`src/rtl/snes_pad_reader_pkg.sv`:
```
// Shared types and constants for the SNES pad reader: poll FSM states,
// register window offsets and the default window base address.
package snes_pad_reader_pkg;

    typedef enum logic [2:0] {
        IDLE,
        LATCH,
        CLK_LO,
        CLK_HI,
        COMMIT
    } state_t;

    localparam logic [12:0] OFS_BUTTONS       = 13'd0;
    localparam logic [12:0] OFS_EDGES         = 13'd1;
    localparam logic [12:0] OFS_COUNT         = 13'd2;
    localparam logic [12:0] DEFAULT_BASE_ADDR = 13'h1F00;

endpackage

```
`src/rtl/snes_pad_reader_sync.sv`:
```
// Two-flop synchroniser for the asynchronous pad data line; resets to the
// released level so nothing looks pressed straight out of reset.
module pad_sync_2ff #(
    parameter logic RESET_VAL = 1'b1
) (
    input  logic clock,
    input  logic reset,
    input  logic i_d,
    output logic o_q
);

    logic r_meta;
    logic r_sync;

    always_ff @(posedge clock) begin
        if (reset) begin
            r_meta <= RESET_VAL;
            r_sync <= RESET_VAL;
        end else begin
            r_meta <= i_d;
            r_sync <= r_meta;
        end
    end

    assign o_q = r_sync;

endmodule

```
`src/rtl/snes_pad_reader.sv`:
```
// SNES pad poller with a three-word read-only register window:
// current buttons, sticky press-edges (clear on read) and a poll counter.
module snes_pad_reader
    import snes_pad_reader_pkg::*;
#(
    parameter int          CLK_DIV     = 300,
    parameter int          POLL_PERIOD = 833333,
    parameter int          NUM_BITS    = 16,
    parameter logic [12:0] BASE_ADDR   = DEFAULT_BASE_ADDR
) (
    input  logic                clock,
    input  logic                reset,
    output logic                pad_latch,
    output logic                pad_clk,
    input  logic                pad_data,
    input  logic [12:0]         address,
    input  logic                rd_en,
    output logic                hit,
    output logic [31:0]         rd_data,
    output logic [NUM_BITS-1:0] buttons,
    output logic                new_frame
);

    localparam int DIV_W = (2 * CLK_DIV > 1) ? $clog2(2 * CLK_DIV) : 1;
    localparam int BIT_W = (NUM_BITS > 1) ? $clog2(NUM_BITS) : 1;
    localparam int TMR_W = (POLL_PERIOD > 1) ? $clog2(POLL_PERIOD) : 1;

    localparam logic [DIV_W-1:0] HALF_LAST  = DIV_W'(CLK_DIV - 1);
    localparam logic [DIV_W-1:0] LATCH_LAST = DIV_W'(2 * CLK_DIV - 1);
    localparam logic [BIT_W-1:0] BIT_LAST   = BIT_W'(NUM_BITS - 1);
    localparam logic [TMR_W-1:0] TMR_LAST   = TMR_W'(POLL_PERIOD - 1);

    state_t              r_state;
    state_t              w_state_next;
    logic [DIV_W-1:0]    r_div;
    logic [BIT_W-1:0]    r_bit;
    logic [TMR_W-1:0]    r_tmr;
    logic [NUM_BITS-1:0] r_shift;
    logic [NUM_BITS-1:0] r_buttons;
    logic [NUM_BITS-1:0] r_edges;
    logic [31:0]         r_poll_count;
    logic [31:0]         r_rd_data;
    logic                r_new_frame;

    logic                w_pad_sync;
    logic                w_latch;
    logic                w_pclk;
    logic                w_tmr_wrap;
    logic                w_sample;
    logic                w_clr;
    logic                w_hit;
    logic [12:0]         w_ofs;
    logic [31:0]         w_rd_mux;

    pad_sync_2ff #(.RESET_VAL(1'b1)) u_sync (
        .clock (clock),
        .reset (reset),
        .i_d   (pad_data),
        .o_q   (w_pad_sync)
    );

    assign w_tmr_wrap = (r_tmr == TMR_LAST);
    assign w_sample   = (r_state == CLK_LO) && (r_div == HALF_LAST);

    always_ff @(posedge clock) begin
        if (reset) begin
            r_state <= IDLE;
        end else begin
            r_state <= w_state_next;
        end
    end

    always_comb begin
        w_state_next = r_state;
        w_latch      = 1'b0;
        w_pclk       = 1'b1;
        case (r_state)
            IDLE: begin
                if (w_tmr_wrap) w_state_next = LATCH;
            end
            LATCH: begin
                w_latch = 1'b1;
                if (r_div == LATCH_LAST) w_state_next = CLK_LO;
            end
            CLK_LO: begin
                w_pclk = 1'b0;
                if (r_div == HALF_LAST) w_state_next = CLK_HI;
            end
            CLK_HI: begin
                if (r_div == HALF_LAST) begin
                    w_state_next = (r_bit == BIT_LAST) ? COMMIT : CLK_LO;
                end
            end
            COMMIT: w_state_next = IDLE;
            default: w_state_next = IDLE;
        endcase
    end

    // Phase counter restarts on every state change so each phase is timed alone.
    always_ff @(posedge clock) begin
        if (reset) begin
            r_div <= '0;
        end else if (w_state_next != r_state) begin
            r_div <= '0;
        end else if (r_state inside {LATCH, CLK_LO, CLK_HI}) begin
            r_div <= r_div + 1'b1;
        end else begin
            r_div <= '0;
        end
    end

    always_ff @(posedge clock) begin
        if (reset) begin
            r_bit   <= '0;
            r_tmr   <= '0;
            r_shift <= '0;
        end else begin
            r_tmr <= w_tmr_wrap ? '0 : r_tmr + 1'b1;
            if (r_state == LATCH) begin
                r_bit <= '0;
            end else if (r_state == CLK_HI && r_div == HALF_LAST) begin
                r_bit <= r_bit + 1'b1;
            end
            if (w_sample) r_shift[r_bit] <= ~w_pad_sync;
        end
    end

    assign w_clr = rd_en && (address == BASE_ADDR + OFS_EDGES);

    // A commit and a read-clear in the same cycle keep only this poll's new edges.
    always_ff @(posedge clock) begin
        if (reset) begin
            r_buttons    <= '0;
            r_edges      <= '0;
            r_poll_count <= '0;
            r_new_frame  <= 1'b0;
        end else begin
            r_new_frame <= (r_state == COMMIT);
            if (r_state == COMMIT) begin
                r_buttons    <= r_shift;
                r_edges      <= (r_edges & ~{NUM_BITS{w_clr}}) | (r_shift & ~r_buttons);
                r_poll_count <= r_poll_count + 32'd1;
            end else if (w_clr) begin
                r_edges <= '0;
            end
        end
    end

    assign w_ofs = address - BASE_ADDR;
    assign w_hit = (address >= BASE_ADDR) && (w_ofs <= OFS_COUNT);

    always_comb begin
        w_rd_mux = 32'd0;
        if (w_hit) begin
            case (w_ofs)
                OFS_BUTTONS: w_rd_mux = 32'(r_buttons);
                OFS_EDGES:   w_rd_mux = 32'(r_edges);
                OFS_COUNT:   w_rd_mux = r_poll_count;
                default:     w_rd_mux = 32'd0;
            endcase
        end
    end

    always_ff @(posedge clock) begin
        if (reset) begin
            r_rd_data <= 32'd0;
        end else begin
            r_rd_data <= w_rd_mux;
        end
    end

    assign pad_latch = w_latch;
    assign pad_clk   = w_pclk;
    assign hit       = w_hit;
    assign rd_data   = r_rd_data;
    assign buttons   = r_buttons;
    assign new_frame = r_new_frame;

endmodule
```
`config.mk`:
```
export PLATFORM = sky130hd
export DESIGN_NAME = snes_pad_reader
export DESIGN_NICKNAME = d
export VERILOG_FILES = /design/src/rtl/snes_pad_reader_pkg.sv /design/src/rtl/snes_pad_reader_sync.sv /design/src/rtl/snes_pad_reader.sv
export SDC_FILE = /design/constraint.sdc
export NUM_CORES = 1
export LEC_CHECK = 0
export CAP_MARGIN = 25
export CELL_PAD_IN_SITES_DETAIL_PLACEMENT = 0
export CELL_PAD_IN_SITES_GLOBAL_PLACEMENT = 2
export CORE_MARGIN = 2
export CORE_UTILIZATION = 31
export CTS_CLUSTER_SIZE = 16
export DETAILED_ROUTE_END_ITERATION = 16
export HOLD_SLACK_MARGIN = 0.05
export PLACE_DENSITY_LB_ADDON = 0.15
export SLEW_MARGIN = 10
export SYNTH_ARGS = -nofsm -noshare
export SYNTH_HDL_FRONTEND = slang
export SYNTH_SLANG_ARGS = --single-unit
```
`constraint.sdc`:
```
create_clock -name clock -period 2.27 [get_ports clock]
set_clock_uncertainty 0.2 [all_clocks]
set_input_delay 0.454 -clock clock [delete_from_list [all_inputs] [get_ports clock]]
set_output_delay 0.454 -clock clock [all_outputs]
set_load 0.1 [all_outputs]
```
==> results <==
- The flow ran to the end, but the final reports show violations.
- The final reports fail on setup timing.
- During placement, the flow inserted port buffers numbering 68.
- The count of antenna-violating nets left after detailed routing is 0.
- The antenna diode count is 0.
- The total setup violations reported at the end of the flow is 1.
- The final routed wire length divided by cell count is 15.8 um.
- The total leakage power is just over 3 nW.
- Across all layers, the routed design uses 5997 vias.
- The sort of element at the end of the critical path is an output port.
- Clock latency on the worst-skew pair, taken at its later pin, is 0.43 ns.
- The number of slew-limit violations in the final report is 0.
- Global routing finished with a remaining overflow of 0.
- Along the worst path, the maximum fanout reaches 3.
- For this design the ratio of total power to cell area is 663 nW/um2.
- Of the post-synthesis cell area, the dominant cell type holds 0.460.
- In this run the tightest slew margin relative to its limit is 0.700.
- The relative contribution of sequential cells to total power is 0.461.
- The endpoint required time on the critical path is 1.62 ns.
- Of the total synthesized cell area, the portion taken by XOR and XNOR cells is 0.0437.
- The overall fraction of global-route tracks in use is 0.165.
- Synthesis inferred approximately 150 register bits.
- The compound-cell area share of the yosys netlist came to 0.153.
- The number of ports placed on the die boundary is 69.
- The cell count of the worst reg-to-reg path is 5.
- The starting utilization of the core area is 0.316.
- The endpoint identified for the worst register-to-register timing path is r_poll_count[31].
- After layout, the worst setup slack is -0.0561 ns.
- The clock-pin slew on the worst setup and hold paths is 0.07 ns.
- Hold repair after CTS inserted 0 buffers.
- Once detailed placement completed, the half-perimeter wirelength came to 12300 um.
- After the first detailed-routing iteration, the DRC count stood at 295.
- The count of final hold-check violations is 0.
- After layout, the minimum clock period comes to 2.33 ns.
- STA classifies the critical path startpoint as an input port.
- The wire length of the first global-routing pass is 29300 um.
- The number of buffers added by the clock tree synthesis step is 17.
- The worst reg-to-reg setup slack is 0.08 ns.
- The last element of the critical path is hit.
- The number of global-route vias before repair was 5718.
- TritonCTS built the clock tree.
- The H-tree depth is 4.
- The layer flagged by global routing as most heavily used is met2.
- Measured along the y axis, the die boundary spans approximately 150 um.
- The combinational family with the most area after synthesis is simple AND/OR/NAND/NOR gates.
- Of the total power, the share spent switching nets is 0.226.
- Of the total synthesized cell area, the portion taken by full adders, half adders and majority gates is 0.0208.
- The number of DRC violations after detailed routing is 0.
- For this run, global-route usage on met3 was measured as 0.0354.
- The number of placed instances with taps included is between 1000 and 1500.
- The average via count per standard cell is 5.13.
- A synthesized cell averages ~8.5 um2.
- Synthesis produced 779 cells.
- In this run the clock root is driven by a sky130_fd_sc_hd__clkbuf_16.
- The multiplexer fraction of the synthesized cell area is 0.00151.
- The worst IR drop on VDD is 0.408 mV.
- Max-cap violations in this run came to 0.
- The floorplan has 53 rows.
- The share of total power dissipated in combinational logic is 0.028.
- Summing all multi-input logic gate instances after layout gives 3430 um2.
- Of all flip-flops after synthesis, the portion carrying an async set or reset was 0.
- Of all cell types, the one taking the most synthesized area is sky130_fd_sc_hd__dfxtp_1.
- The upper clock frequency limit is 430 MHz.
- The startpoint identified for the worst register-to-register timing path is r_poll_count[11].
- Of the total synthesized cell area, the portion taken by AND, OR, NAND and NOR gates is 0.267.
- The pin count of the biggest net entering global routing is 79.
- The total length of routed wires is 18500 um.
- Counting flops with a built-in enable in the synthesized netlist gives 0.
- The post-synthesis instance area is 6610 um2.
- The count of fill cells added during filler insertion is about 2100.
- Sorting the synthesized cells by area gives the leading types as sky130_fd_sc_hd__dfxtp_1 46%, sky130_fd_sc_hd__a21oi_1 5.6%, sky130_fd_sc_hd__nand3_1 4.2%.
- The worst setup path startpoint is address[11].
- The number of antenna violations at the first check in global routing is 0.
- The clock sink count is 152.
- Data arrives at the worst endpoint at 1.67 ns.
- The unique cell type count in the Yosys netlist is slightly below 50.
- The number of warnings printed during yosys synthesis is 0.
- The buffer levels on the longest clock path is 2.
- Setup repair after global routing could not meet its margin everywhere.
- The area growth from synthesis to layout is 32.5%.
- The clock network power share is 0.511.
- Across the whole layout, storage elements account for 3050 um2.
- In the final design database the tool counted 909 nets.
- The net switching power figure is 1.31 mW.
- The number of iterations in the first detailed-routing pass is 4.
- The routability congestion estimate is about 0.78.
- The met2 track demand over resource in global routing is 0.263.
- The dominant synthesized flop cell is sky130_fd_sc_hd__dfxtp_1.
- The category of the most critical setup path is input port to output port.
- The met1 global-route usage is 0.221.
- The die outline area is about 23000 um2.
- The part of the cycle the worst path needs is 1.02.
- The post-synth net total is 807.
- The count of cells in the finished layout, fillers not included, comes to about 1200.
- Cell internal power was estimated by the tool at about 4.5 mW.
- The kind of path behind the tightest hold check is input port to flip-flop.
- The final hold slack is about 0.18 ns.
- The placeable core area is 21000 um2.
- For this run, the register share of the synthesized area comes to 0.460.
- The proportion of layout cells with a drive suffix above 1 is 0.220.
- The transition time at the pin with the least slew margin is 0.449 ns.
- The chip width is 150 um.
==> cell usage after synthesis (all sizes together), types with 5 or more instances <==
master	number
dfxtp	152
a21oi	74
nand2	71
nand3	56
nor2	53
clkbuf	41
inv	38
o21ai	38
or4	23
or3	22
and2	21
o31ai	21
nand4	18
xor2	17
a32oi	16
xnor2	16
nor3	13
ha	11
and4	10
and3	9
buf	9
nor4	7
a31oi	5
or2	5
==> per-stage QoR <==
stage / area, um2 / utilization / setup WS (ns) / setup TNS, ns / power (mW)
3_5_place_dp: 7820 / 0.373 / -0.588 / -19.94 / 2.88
3_3_place_gp: 7820 / 0.373 / -0.510 / -16.47 / 2.88
4_1_cts: 8550 / 0.408 / -0.0912 / -0.0912 / 5.89
2_1_floorplan: 6650 / - / 0.0168 / 0 / 2.80
5_1_grt: 8760 / 0.418 / -0.111 / -0.637 / 6.03
6_report: 8760 / 0.418 / -0.0561 / -0.0561 / 5.81
==> what timing repair did <==
action | 4_1_cts | 5_1_grt
setup endpoints to repair | 22 | 48
pin swaps | 7 | 21
cloned | 0 | 4
setup buffers | 6 | 5
resized for setup | 33 | 29
==> flip-flops by register name, indices dropped and copies added, names as in the netlist <==
| name | cells |
|---|---|
| r_div | 10 |
| u_sync.r_meta | 1 |
| buttons | 16 |
| r_shift | 16 |
| new_frame | 1 |
| r_tmr | 20 |
| rd_data | 32 |
| r_state | 3 |
| r_edges | 16 |
| u_sync.o_q | 1 |
| r_poll_count | 32 |
| r_bit | 4 |
==> logic make-up after synthesis <==
group,count (synthesis)
AND/OR/NAND/NOR,327
adder cells (fa/ha/maj),11
buffers and inverters,88
XOR/XNOR,33
flip-flops,152
AO/OA/AOI/OAI,167
multiplexers,1
==> cell type report <==
cell class | count | share of cell area
multi-input cells | 540 | 0.392
flip-flops and latches | 152 | 0.348
repair buffers | 132 | 0.135
clock buffers | 17 | 0.0485
well taps | 275 | 0.0393
clock inverters | 15 | 0.0216
inverters | 38 | 0.0163
==> cells in the final DEF (no fill, tap or decap), types with 21 or more instances in the layout <==
cell / n
sky130_fd_sc_hd__dfxtp_1: 151
sky130_fd_sc_hd__buf_4: 102
sky130_fd_sc_hd__or3_1: 21
sky130_fd_sc_hd__a21oi_1: 65
sky130_fd_sc_hd__nand3_1: 48
sky130_fd_sc_hd__and2_1: 21
sky130_fd_sc_hd__o31ai_1: 21
sky130_fd_sc_hd__inv_1: 37
sky130_fd_sc_hd__nor2_1: 53
sky130_fd_sc_hd__or4_1: 22
sky130_fd_sc_hd__o21ai_0: 38
sky130_fd_sc_hd__nand2_1: 71
==> metal layers <==
metal,up-vias,part of all wire
li1,2997,-
met1,2872,0.48
met2,108,0.47
met3,20,0.036
met4,0,0.016
met5,-,0
==> worst max-delay path, stage by stage <==
cell and delay (ns):
sky130_fd_sc_hd__dlygate4sd2_1 0.25, sky130_fd_sc_hd__and3_4 0.20, sky130_fd_sc_hd__ha_4 0.19, sky130_fd_sc_hd__inv_2 0.05, sky130_fd_sc_hd__and3_4 0.18, sky130_fd_sc_hd__o211a_4 0.17
sky130_fd_sc_hd__buf_12 0.17
==> power by group through the flow <==
stage	combinational (mW)	clock [mW]	sequential, mW
2_1_floorplan	0.0644	0	2.74
3_3_place_gp	0.138	0	2.74
3_5_place_dp	0.141	0	2.74
4_1_cts	0.161	3.05	2.68
5_1_grt	0.180	3.17	2.68
6_report	0.165	2.97	2.68
==> worst min-delay path by stage <==
| stage | startpoint | end | slack (ns) | cells after the start |
|---|---|---|---|---|
| 6_report | reset | r_shift[3] | 0.18 | 2 |
| 3_5_place_dp | u_sync.r_meta | u_sync.o_q | 0.19 | 1 |
| 4_1_cts | reset | r_shift[2] | 0.18 | 2 |
| 5_1_grt | reset | r_shift[11] | 0.20 | 2 |
| 2_1_floorplan | u_sync.r_meta | u_sync.o_q | 0.19 | 1 |
| 3_3_place_gp | u_sync.r_meta | u_sync.o_q | 0.19 | 1 |
Note: power is estimated with default switching activity, not from simulation.
